$ cat src/rtl/temp_led_driver.sv
// Raw temperature sample -> sign + 3-digit BCD via sequential double-dabble,
// debounced colour band, and an RGB PWM LED that fades toward the band colour.
module temp_led_driver #(
  parameter int TEMP_W   = 13,
  parameter int PWM_W    = 8,
  parameter int FADE_DIV = 1024,
  parameter int STABLE_N = 3
) (
  input  logic              clk,
  input  logic              rst_n,
  input  logic              temp_valid,
  input  logic [TEMP_W-1:0] temp_raw,
  output logic              busy,
  output logic              bcd_valid,
  output logic              temp_sign,
  output logic [3:0]        temp_h,
  output logic [3:0]        temp_t,
  output logic [3:0]        temp_u,
  output logic [2:0]        band,
  output logic [2:0]        led
);

  localparam int CW    = (STABLE_N > 1) ? $clog2(STABLE_N + 1) : 1;
  localparam int PRE_W = (FADE_DIV > 1) ? $clog2(FADE_DIV) : 1;
  localparam int SH    = (PWM_W >= 8) ? 0 : 8 - PWM_W;
  localparam logic [PWM_W-1:0] PWM_TOP = {{(PWM_W-1){1'b1}}, 1'b0};

  typedef enum logic [1:0] {IDLE, CONV, DONE} state_t;

  state_t            state, state_nxt;
  logic [3:0]        iter;
  logic [20:0]       dd;          // {hundreds, tens, units, binary}
  logic [8:0]        mag;
  logic              neg;
  logic [TEMP_W:0]   raw_ext, raw_abs;
  logic [8:0]        mag_in;
  logic              busy_nxt;
  logic [2:0]        cand, prev_cand;
  logic [CW-1:0]     cnt, cnt_nxt;
  logic [23:0]       rgb;
  logic [PWM_W-1:0]  tgt_r, tgt_g, tgt_b;
  logic [PWM_W-1:0]  cur_r, cur_g, cur_b;
  logic [PWM_W-1:0]  duty_r, duty_g, duty_b;
  logic [PWM_W-1:0]  pwm_cnt;
  logic [PRE_W-1:0]  pre;

  function automatic logic [20:0] dd_step(input logic [20:0] v);
    logic [20:0] a;
    a = v;
    for (int i = 0; i < 3; i++)
      if (a[9+4*i +: 4] >= 4'd5) a[9+4*i +: 4] = a[9+4*i +: 4] + 4'd3;
    return {a[19:0], 1'b0};
  endfunction

  function automatic logic [23:0] band_rgb(input logic [2:0] b);
    case (b)
      3'd0:    return 24'h180DF3;
      3'd1:    return 24'h15D7EB;
      3'd2:    return 24'h22DE6E;
      3'd3:    return 24'h43C739;
      3'd4:    return 24'hDA6D00;
      3'd5:    return 24'hFF1900;
      default: return 24'hFF0000;
    endcase
  endfunction

  function automatic logic [PWM_W-1:0] chan(input logic [7:0] f);
    return PWM_W'(f >> SH);
  endfunction

  function automatic logic [PWM_W-1:0] fade(input logic [PWM_W-1:0] c, input logic [PWM_W-1:0] t);
    if (c < t) return c + PWM_W'(1);
    if (c > t) return c - PWM_W'(1);
    return c;
  endfunction

  // Magnitude truncates toward zero: |raw| first, then drop the fraction.
  assign raw_ext = {temp_raw[TEMP_W-1], temp_raw};
  assign raw_abs = raw_ext[TEMP_W] ? -raw_ext : raw_ext;
  assign mag_in  = 9'(raw_abs >> 4);

  always_comb begin
    cand = 3'd6;
    if (neg || mag <= 9'd10) cand = 3'd0;
    else if (mag <= 9'd15)   cand = 3'd1;
    else if (mag <= 9'd20)   cand = 3'd2;
    else if (mag <= 9'd25)   cand = 3'd3;
    else if (mag <= 9'd30)   cand = 3'd4;
    else if (mag <= 9'd38)   cand = 3'd5;
  end

  always_comb begin
    cnt_nxt = CW'(0);
    if (cand != band) cnt_nxt = (cand == prev_cand) ? cnt + CW'(1) : CW'(1);
  end

  always_comb begin
    state_nxt = state;
    case (state)
      IDLE:    if (temp_valid) state_nxt = CONV;
      CONV:    if (iter == 4'd8) state_nxt = DONE;
      DONE:    state_nxt = IDLE;
      default: state_nxt = IDLE;
    endcase
  end

  // busy stays high through the DONE cycle so it covers the bcd_valid edge.
  assign busy_nxt = (state_nxt != IDLE) || (state == DONE);

  always_ff @(posedge clk or negedge rst_n) begin
    if (!rst_n) begin
      state     <= IDLE;
      busy      <= 1'b0;
      bcd_valid <= 1'b0;
      temp_sign <= 1'b0;
      temp_h    <= 4'd0;
      temp_t    <= 4'd0;
      temp_u    <= 4'd0;
      band      <= 3'd0;
      prev_cand <= 3'd0;
      cnt       <= CW'(0);
      iter      <= 4'd0;
      dd        <= 21'd0;
      mag       <= 9'd0;
      neg       <= 1'b0;
    end else begin
      state     <= state_nxt;
      busy      <= busy_nxt;
      bcd_valid <= 1'b0;
      case (state)
        IDLE: if (temp_valid) begin
          dd   <= {12'd0, mag_in};
          mag  <= mag_in;
          neg  <= temp_raw[TEMP_W-1];
          iter <= 4'd0;
        end
        CONV: begin
          dd   <= dd_step(dd);
          iter <= iter + 4'd1;
        end
        DONE: begin
          temp_h    <= dd[20:17];
          temp_t    <= dd[16:13];
          temp_u    <= dd[12:9];
          temp_sign <= neg;
          bcd_valid <= 1'b1;
          prev_cand <= cand;
          if (cnt_nxt == CW'(STABLE_N)) begin
            band <= cand;
            cnt  <= CW'(0);
          end else begin
            cnt <= cnt_nxt;
          end
        end
        default: ;
      endcase
    end
  end

  assign rgb   = band_rgb(band);
  assign tgt_r = chan(rgb[23:16]);
  assign tgt_g = chan(rgb[15:8]);
  assign tgt_b = chan(rgb[7:0]);

  always_ff @(posedge clk or negedge rst_n) begin
    if (!rst_n) begin
      pre     <= PRE_W'(0);
      cur_r   <= PWM_W'(0);
      cur_g   <= PWM_W'(0);
      cur_b   <= PWM_W'(0);
      pwm_cnt <= PWM_W'(0);
      duty_r  <= PWM_W'(0);
      duty_g  <= PWM_W'(0);
      duty_b  <= PWM_W'(0);
    end else begin
      if (pre == PRE_W'(FADE_DIV - 1)) begin
        pre   <= PRE_W'(0);
        cur_r <= fade(cur_r, tgt_r);
        cur_g <= fade(cur_g, tgt_g);
        cur_b <= fade(cur_b, tgt_b);
      end else begin
        pre <= pre + PRE_W'(1);
      end
      // Duty only reloads at period start so a period is never split.
      if (pwm_cnt == PWM_W'(0)) begin
        duty_r <= cur_r;
        duty_g <= cur_g;
        duty_b <= cur_b;
      end
      pwm_cnt <= (pwm_cnt == PWM_TOP) ? PWM_W'(0) : pwm_cnt + PWM_W'(1);
    end
  end

  assign led = {pwm_cnt < duty_r, pwm_cnt < duty_g, pwm_cnt < duty_b};

endmodule

$ cat config.mk
export PLATFORM = sky130hd
export DESIGN_NAME = temp_led_driver
export DESIGN_NICKNAME = d
export VERILOG_FILES = /design/src/rtl/temp_led_driver.sv
export SDC_FILE = /design/constraint.sdc
export NUM_CORES = 1
export LEC_CHECK = 0
export BUFFER_PORTS_ARGS = -buffer_cell sky130_fd_sc_hd__buf_4
export CORE_MARGIN = 2
export CORE_UTILIZATION = 62
export CTS_BUF_LIST = sky130_fd_sc_hd__clkbuf_4
export DETAILED_ROUTE_END_ITERATION = 6
export PLACE_DENSITY = 0.92
export REMOVE_ABC_BUFFERS = 1
export SKIP_CTS_REPAIR_TIMING = 1
export SKIP_LAST_GASP = 1
export SLEW_MARGIN = 30
export SYNTH_ARGS = -nofsm -noshare
export SYNTH_HDL_FRONTEND = slang
export SYNTH_SLANG_ARGS = --single-unit
$ cat constraint.sdc
create_clock -name clk -period 3.4 [get_ports clk]
set_clock_uncertainty 0.15 [all_clocks]
set_input_delay 0.17 -clock clk [delete_from_list [all_inputs] [get_ports clk]]
set_output_delay 0.17 -clock clk [all_outputs]
set_load 0.005 [all_outputs]
[After elaboration in Yosys (flattened, before gate mapping)]
Index checks and enable logic that the tools add are counted.
Cells by class
  add/sub/neg operators: 14
  reduce and logical (&&, ||, !) cells: 16
  multiplexer cells: 51
  eq/ne operators: 14
  magnitude comparators: 18
Operators with widths (number)
  $pmux W24 S6: 1
  $mux W8: 13
  $lt A8 B8 Y1: 6
  $pmux W21 S2: 1
  $add A8 B1 Y8 const B: 4
  $le A9 B5 Y1 const B: 3
  $gt A8 B8 Y1: 3
  $sub A8 B1 Y8 const B: 3
  $mux W21: 1
  $le A9 B4 Y1 const B: 2
  $mux W1: 16
  $mux W3: 5
  $mux W2: 7
  $mux W13: 1
  $neg A13 Y13: 1
  $ge A4 B3 Y1 const B: 3
  $mux W4: 3
  $reduce_and A2 Y1: 6
  $add A10 B1 Y10 const B: 1
  $eq A10 B10 Y1 const B: 1
  $mux W10: 1
  $reduce_bool A2 Y1: 5
  $le A9 B6 Y1 const B: 1
  $add A4 B2 Y4 const B: 2
  19 further kinds: 23
Word-level totals
  output and inout port bits: 21
  flip-flop bits (word level): 126

[Logic depth before layout (Yosys ltp)]
  depth after elaboration: 12
  depth in mapped cells: 12

[Worst setup path before layout]
Ideal clock, no wire load.
  path kind: reg-to-reg
  start point: reg band[0]
  end point: reg cur_g[2]
  period minus slack after synthesis: 2949 ps
  path slack: 451 ps
  arrival time: 2674 ps
  setup time: 126 ps
  stages on the path, launching flop included: 11
  cells stage by stage: dfrtp_1 -> clkbuf_1 -> o21ai_0 -> ha_1 -> nor2b_1 -> o21ai_0 -> a21oi_1 -> a2111oi_0 -> o21ai_1 -> mux2_2 -> xnor2_1
On the way
  cells in the longest elaborated chain, start to end: 8
  elaborated cells between the ends (all ways): 19
  those cells by class: order compare: 2; eq/ne: 5; mux: 9; reduce/logical: 3
RTL lines
  start, declared: RTL line 19  | output logic [2:0] band,
  start signal, assigned: RTL line 149  | band <= cand;
  $eq A3 B3 Y1 (tied with other cells): RTL line 56  | case (b)
  $pmux W24 S6 (*): RTL line 56
  $gt A8 B8 Y1: RTL line 73  | if (c > t) return c - PWM_W'(1);
  $mux W1 (2 in a row): RTL line 73
  $mux W1: RTL line 176  | if (pre == PRE_W'(FADE_DIV - 1)) begin
  $reduce_bool A2 Y1 (no line)
  $reduce_and A2 Y1 (no line)
  end signal, assigned: RTL line 179  | cur_g <= fade(cur_g, tgt_g);
  end, declared: RTL line 42  | logic [PWM_W-1:0] cur_r, cur_g, cur_b;
Mark *: on every way between the ends. The rest lies on a longest branch, timed or not. The select of a mux whose other input is x is not followed.
A chain may end at the register's enable or synchronous reset.

[Worst setup path after layout]
Ends and elaborated chain as after synthesis.

==> flow_metrics.tcl <==
set metrics [dict create \
    drt_iter0_drc 379 \
    r2r-end "cur_g[2]" \
    final_common_cell "dfrtp_1" \
    min_from "temp_raw[1]" \
    clockBufferDepth 2 \
    crit_slowest_cell "a2111oi_0" \
    r2r-start "band[0]" \
    cts_tree "built" \
    nets 890 \
    critPathRequiredTime_ps 3690 \
    critPathArrivalTime_ps 3520 \
    timing.hold.ws_ps 99.0 \
    netlist_area_um2 7370 \
    wl_per_cell_um 16.4 \
    largest_register "dd" \
    period_minus_slack_ps 3220 \
    worstRegToRegCells 9 \
    synth_seq_area_share_pct 42.8 \
    synth_seq_cells 126 \
    yosys_most_used_dff "dfrtp_1" \
    pwr-share-comb_pct 27.8 \
    antenna_found_initial 0 \
    gp_congestion 0.926 \
    reg.largest.list "dd (21), pre (10), mag (9)" \
    io_pins 37 \
    diodes 0 \
    portBuffers 36 \
    hold_class "input port to flop" \
    ys_warn_count 0 \
    syn_inst 760 \
    seqPwrFrac_pct 44.7 \
    synth_edf_count 0 \
    drive_gt1_share_pct 14.4 \
    power_uw 4550 \
    grt_pass1_wl_um 26500 \
    worst_pin_slew_ps 875 \
    period_share_pct 94.8 \
    cp_max_fo 13 \
    switching_share_pct 33.3 \
    slew_headroom_pct 41.5 \
    p_sw_uw 1520 \
    start_kind "flop" \
    synth_cell_types 67 \
    grt_usage_pct 25.9 \
    status "finished, violations left" \
    final_cell_mix "dfrtp_1 (126), nand2_1 (68), nor2_1 (64)" \
    hold_viol 0 \
    maxSlewViolCount 0 \
    cts_buffers 17 \
    crit_buf_inv 0 \
    min_path_cells 6 \
    htree_levels 4 \
    cp_top_family "compound AO/OA/AOI/OAI gates" \
    power_leakage_uw 0.00393 \
    clk_pin_slew_worst_paths_ps 120 \
    wl_um 15800 \
    die-area_um2 12800 \
    insertion_delay_ps 570 \
    cp_common_cell "o21ai_0" \
    die-height_um 113 \
    area_delta_synth_final_pct 12.1 \
    start_util_pct 64.0 \
    numClockSinks 126 \
    endpoint_kind "flop" \
    async_flop_share_pct 100 \
    cp_slowest_stage_delay_ps 620 \
    final_util_pct 71.7 \
    violations "DRC" \
    cap_violations 0 \
    internal_power_uw 3040 \
    power.density_nw_per_um2 551 \
    core-area_um2 11500 \
    routed-via-count 5853 \
    worstSetupPathType "flop to flop" \
    first_global_vias 5902 \
    rows 39 \
    path_cells "o21ai_0 -> ha_1 -> nor2b_1 -> o21ai_0 -> a21oi_1 -> a2111oi_0 -> o21ai_2 -> mux2_2 -> xnor2_1" \
    finalSetupViolations 0 \
    die_w_um 113 \
    clkPwrFrac_pct 27.5 \
    irDropWorstVdd_mv 0.589 \
    largest_reg_flops 21 \
    cts_root_buffer "clkbuf_4" \
    dp_hpwl_um 11200 \
    max_freq_mhz 310 \
    holdPathEnd "mag[0]" \
    overflow 0 \
    vias_per_cell 6.05 \
    postRouteAntennaNets 0 \
    grt_max_degree 91 \
    r2r_slack_ps 180 \
    drt_first_pass_iters 7 \
    syn_avg_cell_area_um2 9.69 \
    post-route-drc-count 2 \
]
-- final cells by class --
cell class,instances,area [um2]
clock inverter,11,189
fill,782,3260
clock buffer,21,158
multi-input combinational,559,3920
inverter,51,191
tap,143,179
sequential,126,3150
timing repair buffer,56,467
-- through the flow --
stage | setup WS [ps] | area, um2 | std cells | setup TNS (ps)
final | 178 | 8260 | 967 | 0
after global routing | -10.9 | 8260 | 967 | -10.9
after CTS | 267 | 8130 | 955 | 0
after detailed placement | 302 | 7790 | 923 | 0
after global placement | 449 | 7780 | 923 | 0
after floorplan | 524 | 7260 | 736 | 0
-- power by group through the flow --
stage | combinational, uW | sequential, uW | clock, uW
after floorplan | 850 | 2000 | 0
after global placement | 1160 | 2030 | 0
after detailed placement | 1240 | 2060 | 0
after CTS | 1250 | 2030 | 1270
after global routing | 1430 | 2080 | 1330
final | 1270 | 2040 | 1250
-- cell usage after synthesis, drive strengths merged (10+ instances only) --
cell type	instances	share of area [%]
a21o	18	1.9
o21ai	48	3.3
clkbuf	17	0.87
nor2b	10	0.85
mux2i	10	1.4
nor2	64	3.3
ha	63	11
a21oi	32	2.2
o31ai	12	1.2
mux2	29	4.4
nand4	11	0.93
xor2	26	3.1
xnor2	26	3.1
dfrtp	126	43
inv	51	2.6
nand2	68	3.5
nand3	28	1.9
nor3	21	1.4
-- worst max-delay path by stage --
stage,start,end,slack (ps),cells past startpoint
2_1_floorplan,band[2],cur_g[2],520,10
3_3_place_gp,band[1],cur_g[2],450,10
3_5_place_dp,band[1],cur_g[2],300,10
4_1_cts,band[1],cur_g[2],270,10
5_1_grt,band[0],cur_g[2],-10,9
6_report,band[0],cur_g[2],180,9
-- worst register-to-register path, stage by stage, from the launching register on --
cell and delay, ps:
dfrtp_1 530, o21ai_0 310, ha_1 300, nor2b_1 140
o21ai_0 140, a21oi_1 90, a2111oi_0 620, o21ai_2 310
mux2_2 370, xnor2_1 140
-- logic make-up (layout without fill, tap and decap cells) --
family / count (synthesis) / after routing / synth area share (%)
AO/OA/AOI/OAI: 156 / 156 / 14.0
XOR/XNOR: 52 / 52 / 6.18
adder cells (fa/ha/maj): 64 / 64 / 10.8
buffers and inverters: 75 / 139 / 4.04
flip-flops: 126 / 126 / 42.8
multiplexers: 39 / 39 / 5.79
AND/OR/NAND/NOR: 248 / 248 / 16.4
-- per-layer routing --
layer | routed length (um) | GRT usage, %
met2 | 8090 | 44.2
met1 | 6440 | 31.5
met4 | 498 | 12.7
met5 | 0 | 0
met3 | 793 | 5.03
(Power assumes the default switching activity.)
